[src/rtl/mc_pkg.sv]
// Shared encodings for the multi-cycle MIPS main controller.
package mc_pkg;

  typedef enum logic [2:0] {
    S_IF  = 3'd0,
    S_ID  = 3'd1,
    S_EXE = 3'd2,
    S_MEM = 3'd3,
    S_WB  = 3'd4
  } state_e;

  localparam logic [5:0] OP_R    = 6'b000000;
  localparam logic [5:0] OP_ORI  = 6'b001101;
  localparam logic [5:0] OP_LUI  = 6'b001111;
  localparam logic [5:0] OP_LW   = 6'b100011;
  localparam logic [5:0] OP_SW   = 6'b101011;
  localparam logic [5:0] OP_BEQ  = 6'b000100;
  localparam logic [5:0] OP_J    = 6'b000010;
  localparam logic [5:0] OP_JAL  = 6'b000011;

  localparam logic [5:0] FN_ADDU = 6'b100001;
  localparam logic [5:0] FN_SUBU = 6'b100011;
  localparam logic [5:0] FN_JALR = 6'b001001;

  localparam logic [1:0] NPC_PC4  = 2'd0;
  localparam logic [1:0] NPC_BR   = 2'd1;
  localparam logic [1:0] NPC_JMP  = 2'd2;
  localparam logic [1:0] NPC_REG  = 2'd3;

  localparam logic [1:0] RD_RT    = 2'd0;
  localparam logic [1:0] RD_RD    = 2'd1;
  localparam logic [1:0] RD_RA    = 2'd2;

  localparam logic [1:0] WD_ALU   = 2'd0;
  localparam logic [1:0] WD_DM    = 2'd1;
  localparam logic [1:0] WD_PC    = 2'd2;

  localparam logic [2:0] ALU_ADD  = 3'd0;
  localparam logic [2:0] ALU_SUB  = 3'd1;
  localparam logic [2:0] ALU_OR   = 3'd2;
  localparam logic [2:0] ALU_LUI  = 3'd3;

  // One-hot instruction class; all-zero means undecoded.
  typedef struct packed {
    logic addu;
    logic subu;
    logic jalr;
    logic ori;
    logic lui;
    logic lw;
    logic sw;
    logic beq;
    logic j;
    logic jal;
  } cls_t;

endpackage

[src/rtl/mc_if.sv]
// Controller <-> datapath bundle: IR fields and flags in, selects/enables out.
interface mc_if #(parameter int CNT_W = 32);
  logic             stall;
  logic [5:0]       opcode;
  logic [5:0]       funct;
  logic             zero;
  logic             pc_we;
  logic [1:0]       npc_sel;
  logic             ir_we;
  logic             reg_we;
  logic [1:0]       regdst;
  logic [1:0]       wd_sel;
  logic             alusrc;
  logic [2:0]       aluop;
  logic             extop;
  logic             mem_we;
  logic [2:0]       state;
  logic [CNT_W-1:0] instr_cnt;
  logic             illegal;

  // Datapath side
  modport master (
    output stall, opcode, funct, zero,
    input  pc_we, npc_sel, ir_we, reg_we, regdst, wd_sel, alusrc, aluop,
           extop, mem_we, state, instr_cnt, illegal
  );

  // Controller side
  modport slave (
    input  stall, opcode, funct, zero,
    output pc_we, npc_sel, ir_we, reg_we, regdst, wd_sel, alusrc, aluop,
           extop, mem_we, state, instr_cnt, illegal
  );
endinterface

[src/rtl/mc_decode.sv]
// Combinational instruction classifier: opcode/funct -> one-hot class + illegal.
module mc_decode
  import mc_pkg::*;
(
  input  logic [5:0] opcode_i,
  input  logic [5:0] funct_i,
  output cls_t       cls_o,
  output logic       illegal_o
);

  // Class lookup; anything not matched leaves the vector empty.
  always_comb begin
    cls_o = '0;
    unique case (opcode_i)
      OP_R: begin
        unique case (funct_i)
          FN_ADDU: cls_o.addu = 1'b1;
          FN_SUBU: cls_o.subu = 1'b1;
          FN_JALR: cls_o.jalr = 1'b1;
          default: ;
        endcase
      end
      OP_ORI:  cls_o.ori = 1'b1;
      OP_LUI:  cls_o.lui = 1'b1;
      OP_LW:   cls_o.lw  = 1'b1;
      OP_SW:   cls_o.sw  = 1'b1;
      OP_BEQ:  cls_o.beq = 1'b1;
      OP_J:    cls_o.j   = 1'b1;
      OP_JAL:  cls_o.jal = 1'b1;
      default: ;
    endcase
  end

  assign illegal_o = ~|cls_o;

endmodule

[src/rtl/mc_ctrl.sv]
// Multi-cycle MIPS main controller: IF/ID/EXE/MEM/WB FSM, output decode,
// retired-instruction counter.
module mc_ctrl
  import mc_pkg::*;
#(
  parameter int CNT_W = 32
) (
  input  logic clk,
  input  logic reset,   // async, active low
  mc_if.slave  bus
);

  state_e           state_q, state_d;
  logic [CNT_W-1:0] cnt_q, cnt_d;
  cls_t             cls;
  logic             dec_ill;
  logic             last;   // current state is the final one of this instruction
  logic             we_ok;

  mc_decode u_dec (
    .opcode_i  (bus.opcode),
    .funct_i   (bus.funct),
    .cls_o     (cls),
    .illegal_o (dec_ill)
  );

  // Writes only happen out of reset and when not held.
  assign we_ok = reset & ~bus.stall;

  // Next state and retire detection; stall freezes both state and count.
  always_comb begin
    state_d = state_q;
    last    = 1'b0;
    unique case (state_q)
      S_IF:  state_d = S_ID;
      S_ID:  if (cls.j | cls.jal | cls.jalr | dec_ill) last = 1'b1;
             else                                       state_d = S_EXE;
      S_EXE: if (cls.beq)             last = 1'b1;
             else if (cls.lw | cls.sw) state_d = S_MEM;
             else                      state_d = S_WB;
      S_MEM: if (cls.sw) last = 1'b1;
             else        state_d = S_WB;
      S_WB:  last = 1'b1;
      default: state_d = S_IF;
    endcase
    if (last) state_d = S_IF;
    if (bus.stall) state_d = state_q;
    cnt_d = cnt_q + CNT_W'(last & ~bus.stall);
  end

  // State and counter registers.
  always_ff @(posedge clk or negedge reset) begin
    if (!reset) begin
      state_q <= S_IF;
      cnt_q   <= '0;
    end else begin
      state_q <= state_d;
      cnt_q   <= cnt_d;
    end
  end

  // Output decode; ALU selects persist from EXE through WB so the result
  // stays valid while it is being stored.
  always_comb begin
    logic pc_we_r, ir_we_r, reg_we_r, mem_we_r;
    pc_we_r      = 1'b0;
    ir_we_r      = 1'b0;
    reg_we_r     = 1'b0;
    mem_we_r     = 1'b0;
    bus.npc_sel  = NPC_PC4;
    bus.regdst   = RD_RT;
    bus.wd_sel   = WD_ALU;
    bus.alusrc   = 1'b0;
    bus.aluop    = ALU_ADD;
    bus.extop    = 1'b0;

    if (state_q == S_EXE || state_q == S_MEM || state_q == S_WB) begin
      if (cls.subu) bus.aluop = ALU_SUB;
      if (cls.ori) begin
        bus.alusrc = 1'b1;
        bus.aluop  = ALU_OR;
      end
      if (cls.lui) begin
        bus.alusrc = 1'b1;
        bus.aluop  = ALU_LUI;
      end
      if (cls.lw | cls.sw) begin
        bus.alusrc = 1'b1;
        bus.extop  = 1'b1;
      end
      if (cls.beq) begin
        bus.aluop = ALU_SUB;
        bus.extop = 1'b1;
      end
    end

    unique case (state_q)
      S_IF: begin
        ir_we_r = 1'b1;
        pc_we_r = 1'b1;
      end
      S_ID: begin
        if (cls.j | cls.jal) begin
          pc_we_r     = 1'b1;
          bus.npc_sel = NPC_JMP;
        end
        if (cls.jalr) begin
          pc_we_r     = 1'b1;
          bus.npc_sel = NPC_REG;
        end
        if (cls.jal | cls.jalr) begin
          reg_we_r   = 1'b1;
          bus.wd_sel = WD_PC;
          bus.regdst = cls.jal ? RD_RA : RD_RD;
        end
      end
      S_EXE: begin
        if (cls.beq) begin
          pc_we_r     = bus.zero;
          bus.npc_sel = NPC_BR;
        end
      end
      S_MEM: mem_we_r = cls.sw;
      S_WB: begin
        reg_we_r = 1'b1;
        if (cls.addu | cls.subu) bus.regdst = RD_RD;
        if (cls.lw)              bus.wd_sel = WD_DM;
      end
      default: ;
    endcase

    bus.pc_we  = pc_we_r  & we_ok;
    bus.ir_we  = ir_we_r  & we_ok;
    bus.reg_we = reg_we_r & we_ok;
    bus.mem_we = mem_we_r & we_ok;
  end

  assign bus.illegal   = reset & (state_q == S_ID) & dec_ill;
  assign bus.state     = state_q;
  assign bus.instr_cnt = cnt_q;

endmodule

[src/flat_wrapper.sv]
// flat-port wrapper written by rule: the top's interface ports become plain ports
module mc_ctrl_flat import mc_pkg::*;
#(
  parameter int CNT_W = 32
)
  (clk, reset, bus_stall, bus_opcode, bus_funct, bus_zero, bus_pc_we, bus_npc_sel, bus_ir_we, bus_reg_we, bus_regdst, bus_wd_sel, bus_alusrc, bus_aluop, bus_extop, bus_mem_we, bus_state, bus_instr_cnt, bus_illegal);
  mc_if #(.CNT_W(CNT_W)) bus_i ();
  input  logic clk;
  input  logic reset;
  input wire logic [$bits(bus_i.stall)-1:0] bus_stall;
  input wire logic [$bits(bus_i.opcode)-1:0] bus_opcode;
  input wire logic [$bits(bus_i.funct)-1:0] bus_funct;
  input wire logic [$bits(bus_i.zero)-1:0] bus_zero;
  output wire logic [$bits(bus_i.pc_we)-1:0] bus_pc_we;
  output wire logic [$bits(bus_i.npc_sel)-1:0] bus_npc_sel;
  output wire logic [$bits(bus_i.ir_we)-1:0] bus_ir_we;
  output wire logic [$bits(bus_i.reg_we)-1:0] bus_reg_we;
  output wire logic [$bits(bus_i.regdst)-1:0] bus_regdst;
  output wire logic [$bits(bus_i.wd_sel)-1:0] bus_wd_sel;
  output wire logic [$bits(bus_i.alusrc)-1:0] bus_alusrc;
  output wire logic [$bits(bus_i.aluop)-1:0] bus_aluop;
  output wire logic [$bits(bus_i.extop)-1:0] bus_extop;
  output wire logic [$bits(bus_i.mem_we)-1:0] bus_mem_we;
  output wire logic [$bits(bus_i.state)-1:0] bus_state;
  output wire logic [$bits(bus_i.instr_cnt)-1:0] bus_instr_cnt;
  output wire logic [$bits(bus_i.illegal)-1:0] bus_illegal;
  assign bus_i.stall = bus_stall;
  assign bus_i.opcode = bus_opcode;
  assign bus_i.funct = bus_funct;
  assign bus_i.zero = bus_zero;
  assign bus_pc_we = bus_i.pc_we;
  assign bus_npc_sel = bus_i.npc_sel;
  assign bus_ir_we = bus_i.ir_we;
  assign bus_reg_we = bus_i.reg_we;
  assign bus_regdst = bus_i.regdst;
  assign bus_wd_sel = bus_i.wd_sel;
  assign bus_alusrc = bus_i.alusrc;
  assign bus_aluop = bus_i.aluop;
  assign bus_extop = bus_i.extop;
  assign bus_mem_we = bus_i.mem_we;
  assign bus_state = bus_i.state;
  assign bus_instr_cnt = bus_i.instr_cnt;
  assign bus_illegal = bus_i.illegal;
  mc_ctrl #(.CNT_W(CNT_W)) u_core (.clk(clk), .reset(reset), .bus(bus_i));
endmodule
[config.mk]
export PLATFORM = sky130hd
export DESIGN_NAME = mc_ctrl_flat
export DESIGN_NICKNAME = d
export VERILOG_FILES = /design/src/rtl/mc_pkg.sv /design/src/rtl/mc_if.sv /design/src/rtl/mc_decode.sv /design/src/rtl/mc_ctrl.sv /design/src/flat_wrapper.sv
export SDC_FILE = /design/constraint.sdc
export NUM_CORES = 1
export LEC_CHECK = 0
export ABC_CLOCK_PERIOD_IN_PS = 6100
export CORE_MARGIN = 1.5
export CORE_UTILIZATION = 40
export CTS_BUF_LIST = sky130_fd_sc_hd__clkbuf_2 sky130_fd_sc_hd__clkbuf_4 sky130_fd_sc_hd__clkbuf_8
export CTS_CLUSTER_DIAMETER = 60
export CTS_CLUSTER_SIZE = 14
export DETAILED_ROUTE_END_ITERATION = 10
export PLACE_DENSITY_LB_ADDON = 0.1
export SYNTH_ARGS = -nofsm -noshare
export SYNTH_HDL_FRONTEND = slang
export SYNTH_HIERARCHICAL = 1
export SYNTH_SLANG_ARGS = --single-unit
[constraint.sdc]
create_clock -name clk -period 6.1 [get_ports clk]
set_clock_uncertainty 0.05 [all_clocks]
set_input_delay 1.22 -clock clk [delete_from_list [all_inputs] [get_ports clk]]
set_output_delay 1.22 -clock clk [all_outputs]
set_load 0.005 [all_outputs]
==> metrics.txt, run 1 <==
maximum root-to-sink buffer count 2; Final Cycle Share 89.42%; simple-gate share of the synthesized area 33.53%; Final Hold Viols 0; router iterations before antenna repair 4; Crit path required time 4.83 ns; HPWL after DPL 3.473 mm; die footprint 5657 um^2; floorplan die height 75.21 um; via count 1832; first-pass GRT wire length 7.617 mm; routed len/inst 13.58 um; top cell type's share of synthesized area 41.99%; Post-Synth Adder-Cell Area 1.800%; Setup crit start kind primary input; Hold/Removal Path Class reg -> reg; iteration-0 DRC count of the detailed router 52; Setup-failing EPs final 0; Worst slew margin 53.72%; setup TNS 0 ns; critical path class in -> out; Initial Util 41.10%; IO Count 67; main combinational cell family by area after synthesis simple AND/OR/NAND/NOR gates; Most used DFF post-synth dfrtp_1; layout cells sized above 1 8.244%; async set or reset register ratio after synthesis 100.0%; Antenna Cells 0; R2R setup slack 2.96 ns; multiplexer share of the synthesized area 1.020%; synth top area cells dfrtp_1, xnor2_1, nand4_1; Total Routing Usage GR 17.46%; post-synthesis xor/xnor area fraction 12.60%; nature of the critical path endpoint output port; vias in the first global route 1711; Cell Area, Synth 2086 um^2; HP Start u_core/bus.instr_cnt[31]; Post-Syn Area per Cell 9.792 um^2; hold_buf cts 0; WP data arrival 4.18 ns; Max IR drop VDD 0.1519 mV; drt total wl 4.738 mm; Ys Warns 6; Net Count, Synth 232; CTS resizes 0; initial antenna violation count 0; # port buffers 65; most common cell in the netlist dfrtp_1; transition time of the tightest slew-check pin 0.6846 ns; clk slew on worst S/H paths 0.07 ns; Overall Power 0.6696 mW; postcts setup bufs 0; largest net degree at the start of global routing 22; clk_lat worst skew 0.28 ns; largest area contributor in the netlist dfrtp_1; RSZ-0062 raised after global routing false; hold slack 0.4186 ns; status completed; fin. max-slew vios 0; DRC 0; Setup crit end bus_pc_we; CORE AREA 5075 um^2; via/cell ratio 5.249; chip width 75.21 um; CP max FO 7; total gr overflow 0; synthesis-stage register bit count 35; antenna-violating nets left 0; worst-case reg-to-reg path depth 9; max cap viols 0; Mapped Cells 213; Max Clk Rate 183.3 MHz; Post-synth EDFFs 0; CTS root buf clkbuf_8; Syn-to-layout area delta 38.21%; RD Place Congestion 0.8397; Fillers 491; NumNets Final 297; power per cell area 232.3 nW/um^2; Reg2Reg Launch Point u_core/bus.state[0]; H-tree depth 2; Synth Area in Compound Gates 6.239%; std cell rows 26; worst setup path startpoint bus_opcode[3]; TritonCTS clock tree yes; CTS buffer count 5; LEAKAGE 1.181 nW; clock sink count 35; commonest cells in the netlist dfrtp_1, xnor2_1, nor2_1; Distinct cells, synth 48; sequential share of the synthesized area 41.99%; crit path time final 5.454 ns; RR Endpoint u_core/bus.instr_cnt[18]
## power by group
part | switching, mW | total (mW) | internal (mW)
registers | 0.0632 | 0.320 | 0.257
clock network | 0.0804 | 0.169 | 0.0890
logic | 0.0712 | 0.180 | 0.109
total | 0.215 | 0.670 | 0.455
## flip-flops by register name, summed over array words and instances (netlist names)
register,cells
u_core/bus.instr_cnt,32
u_core/bus.state,3
## through the flow
step           area, um^2  setup slack, ns  instances  utilization (%)
2_1_floorplan        2086            1.895        213                -
3_3_place_gp         2794           0.7504        341            55.05
3_5_place_dp         2794           0.6912        341            55.05
4_1_cts              2883           0.6781        349            56.80
5_1_grt              2883           0.4999        349            56.80
6_report             2883           0.6456        349            56.80
## worst min-delay path by stage
stage | endpoint | slack [ns] | depth (start not counted)
2_1_floorplan | u_core/bus.instr_cnt[31] | 0.42 | 1
3_3_place_gp | u_core/bus.instr_cnt[31] | 0.41 | 1
3_5_place_dp | u_core/bus.instr_cnt[31] | 0.41 | 1
4_1_cts | u_core/bus.instr_cnt[31] | 0.43 | 1
5_1_grt | u_core/bus.instr_cnt[31] | 0.44 | 1
6_report | u_core/bus.instr_cnt[31] | 0.42 | 1
## cell families (layout without fill, tap and decap cells)
family	after synthesis	after routing
and+or+nand+nor	110	110
DFF	35	35
xor gates and xnor gates	30	30
AOI/OAI and AO/OA	19	19
buffers and inverters	13	79
adders and majority gates	3	3
muxes	2	2
other	1	1
## worst max-delay path, cell delays in order
cell	delay, ns
clkdlybuf4s50_1	0.51
or4_4	0.59
nor2_2	0.13
nand2_2	0.09
nor4b_2	0.44
nor3_1	0.15
nand2b_1	0.20
a21o_1	0.20
a21oi_1	0.13
clkdlybuf4s50_1	0.51
## final cells by class
type                       instances  area, um^2  area share, %
timing repair buffer              67       660.6          22.92
clock buffer                       7       83.83          2.908
clock inverter                     1       5.005         0.1736
inverter                           4       15.01         0.5208
tap                               70       87.58          3.038
multi-input combinational        165        1155          40.06
sequential                        35       875.8          30.38
## cell usage in the layout, fill, tap and decap left out, types with 5 or more instances in the layout
cell type / synthesis / layout
and3_1: 7 / 7
xor2_1: 6 / 6
nand3_1: 10 / 10
nor2_1: 18 / 18
clkbuf_8: 0 / 5
nor3_1: 8 / 8
nand2_1: 16 / 16
xnor2_1: 24 / 24
clkdlybuf4s50_1: 0 / 64
a21oi_1: 5 / 5
nor2b_1: 5 / 5
nand4_1: 12 / 12
dfrtp_1: 35 / 35
## routing by layer
metal  share of wire [%]  track usage [%]  up-vias
met5                   0                0        -
met4                 1.3            6.151        0
met3                 5.6            4.418        6
met2                  47            29.01       58
met1                  46            22.09      873
li1                    -                -      895
Power figures use the tool's default switching activity.
==> run 2, diff against run 1 <==
--- a/config.mk
+++ b/config.mk
@@ -13,6 +13,7 @@
 export CTS_CLUSTER_SIZE = 14
 export DETAILED_ROUTE_END_ITERATION = 10
 export PLACE_DENSITY_LB_ADDON = 0.1
+export REMOVE_ABC_BUFFERS = 1
 export SYNTH_ARGS = -nofsm -noshare
 export SYNTH_HDL_FRONTEND = slang
 export SYNTH_HIERARCHICAL = 1
==> metrics.txt, run 2 (synthesis results as in run 1) <==
multi-input logic area 1155 um^2 (unchanged); Reg area 875.8 um^2 (unchanged); Hold/Removal Path Class reg -> reg; DP Cell Count 341 (unchanged); internal power 0.4497 mW (-1.1%); crit path buf inv count 2 (unchanged); LEAKAGE 1.176 nW (-0.38%); initial antenna violation count 0 (unchanged); vias in the first global route 1649 (-3.6%); Final Cycle Share 88.82% (-0.60 points); P_sw 0.2171 mW (+1.0%); fin. max-slew vios 0 (unchanged); # port buffers 65 (unchanged); total gr overflow 0 (unchanged); chip width 75.21 um (unchanged); std cell rows 26 (unchanged); Net Sw Frac 32.56% (+0.46 points); floorplan die height 75.21 um (unchanged); Worst slew margin 47.69% (-6.0 points); maximum root-to-sink buffer count 2 (unchanged); crit path setup slack, layout 0.6822 ns (+0.03663 ns); via count 1824 (-0.44%); Crit path required time 4.83 ns (about the same); commonest cells after routing, fill and taps aside clkdlybuf4s50_1, dfrtp_1, xnor2_1, nor2_1, nand2_1; crit path time final 5.418 ns (-0.03663 ns); clk_lat worst skew 0.29 ns (about the same); critical path class in -> out; router iterations before antenna repair 4 (unchanged); Syn-to-layout area delta 38.21% (unchanged); H-tree depth 2 (unchanged); Setup-failing EPs final 0 (unchanged); Critical Path Most Common Cell clkdlybuf4s50_1; largest net degree at the start of global routing 39 (+77%); setup TNS 0 ns (unchanged); Max IR drop VDD 0.1722 mV (+13%); Antenna Cells 0 (unchanged); DRC 0 (unchanged); Layout Cells excl Fill 349 (unchanged); drt total wl 4.791 mm (+1.1%); Fillers 464 (-5.5%); layout cells sized above 1 8.244% (unchanged); TritonCTS clock tree yes; CP max FO 7 (unchanged); Post-DP Area 2794 um^2 (unchanged); fin util 56.80% (unchanged); sequential share of power 48.0% (+0.2 points); Top Family by Delay on Critical Path simple AND/OR/NAND/NOR gates; CP cell instances clkdlybuf4s50_1 -> or4_4 -> nor2_2 -> nand2_2 -> nor4b_2 -> nor3_1 -> nand2b_1 -> a21o_1 -> a21oi_1 -> clkdlybuf4s50_1; Max Clk Rate 184.6 MHz (+0.68%); RD Place Congestion 0.8421 (+0.29%); Setup crit start kind primary input; CTS root buf clkbuf_8; NumNets Final 297 (unchanged); RSZ-0062 raised after global routing false; combinational share of power 26.7% (-0.2 points); postcts setup bufs 0 (unchanged); clk slew on worst S/H paths 0.07 ns (about the same); iteration-0 DRC count of the detailed router 81 (+56%); Overall Power 0.6668 mW (-0.42%); clock group share of total power 25.2% (about the same); routed len/inst 13.73 um (+1.1%); nature of the critical path endpoint output port; status completed; CTS resizes 0 (unchanged); IO Count 67 (unchanged); design area 2883 um^2 (unchanged); CTS buffer count 5 (unchanged); die footprint 5657 um^2 (unchanged); via/cell ratio 5.226 (-0.44%); first-pass GRT wire length 7.610 mm (about the same); Total Routing Usage GR 17.56% (+0.10 points); transition time of the tightest slew-check pin 0.7737 ns (+0.08912 ns); CORE AREA 5075 um^2 (unchanged); hold_buf cts 0 (unchanged); power per cell area 231.3 nW/um^2 (-0.42%); Initial Util 41.10% (unchanged); HPWL after DPL 3.378 mm (-2.7%); slowest stage delay, CP 0.59 ns (about the same); antenna-violating nets left 0 (unchanged); hold slack 0.4246 ns (+0.005988 ns); Final Hold Viols 0 (unchanged); critical path's slowest cell or4_4; clock sink count 35 (unchanged); Largest register FFs 32 (unchanged); max cap viols 0 (unchanged); WP data arrival 4.15 ns (-0.03 ns); DP Worst Slack 0.7108 ns (+0.01967 ns); commonest non-fill, non-tap cell in the layout clkdlybuf4s50_1
run 2: cell count changes in the layout (fill, tap and decap cells not counted):
cell,before,now
clkbuf_4,2,1
clkinvlp_4,0,1
run 2: worst paths after layout:
path / to / startpoint / depth (start not counted) / slack, ns
min: u_core/bus.instr_cnt[31] / u_core/bus.instr_cnt[31] / 1 / 0.42
max in group asynchronous: u_core/bus.state[2] / reset / 2 / 4.74
min in group asynchronous: u_core/bus.instr_cnt[31] / reset / 2 / 0.93
min reg2reg: u_core/bus.instr_cnt[31] / u_core/bus.instr_cnt[31] / 1 / 0.42
max: bus_pc_we / bus_opcode[3] / 10 / 0.68
max reg2reg: u_core/bus.instr_cnt[28] / u_core/bus.state[0] / 9 / 2.94
run 2: worst register-to-register path: stages (launching register included):
cell and delay, ns:
dfrtp_1 0.67, nor3b_1 0.41, nand2b_1 0.16, a21oi_1 0.22
ha_1 0.18, ha_1 0.26, inv_1 0.10, nor4_4 0.59
nand4_1 0.22, xnor2_1 0.17
run 2: layout make-up:
class                           instances  area share, %
Multi-Input combinational cell        165          40.06
Timing Repair Buffer                   67          22.92
Tap cell                               70          3.038
Clock inverter                          2         0.4340
Clock buffer                            6          2.648
Sequential cell                        35          30.38
Inverter                                4         0.5208
run 2: metal layers:
metal | up-vias | GRT usage (%) | wire, um
met3 | 6 | 5.221 | 246
li1 | 895 | - | -
met5 | - | 0 | 0
met1 | 878 | 24.21 | 2339
met2 | 45 | 26.94 | 2156
met4 | 0 | 4.762 | 47
run 2: power groups by stage:
stage / sequential (mW) / clock (mW) / combinational, mW
floorplan: 0.312 / 0 / 0.0823
global placement: 0.324 / 0 / 0.179
detailed placement: 0.323 / 0 / 0.177
CTS: 0.319 / 0.174 / 0.180
global route: 0.329 / 0.187 / 0.200
finish: 0.320 / 0.168 / 0.178
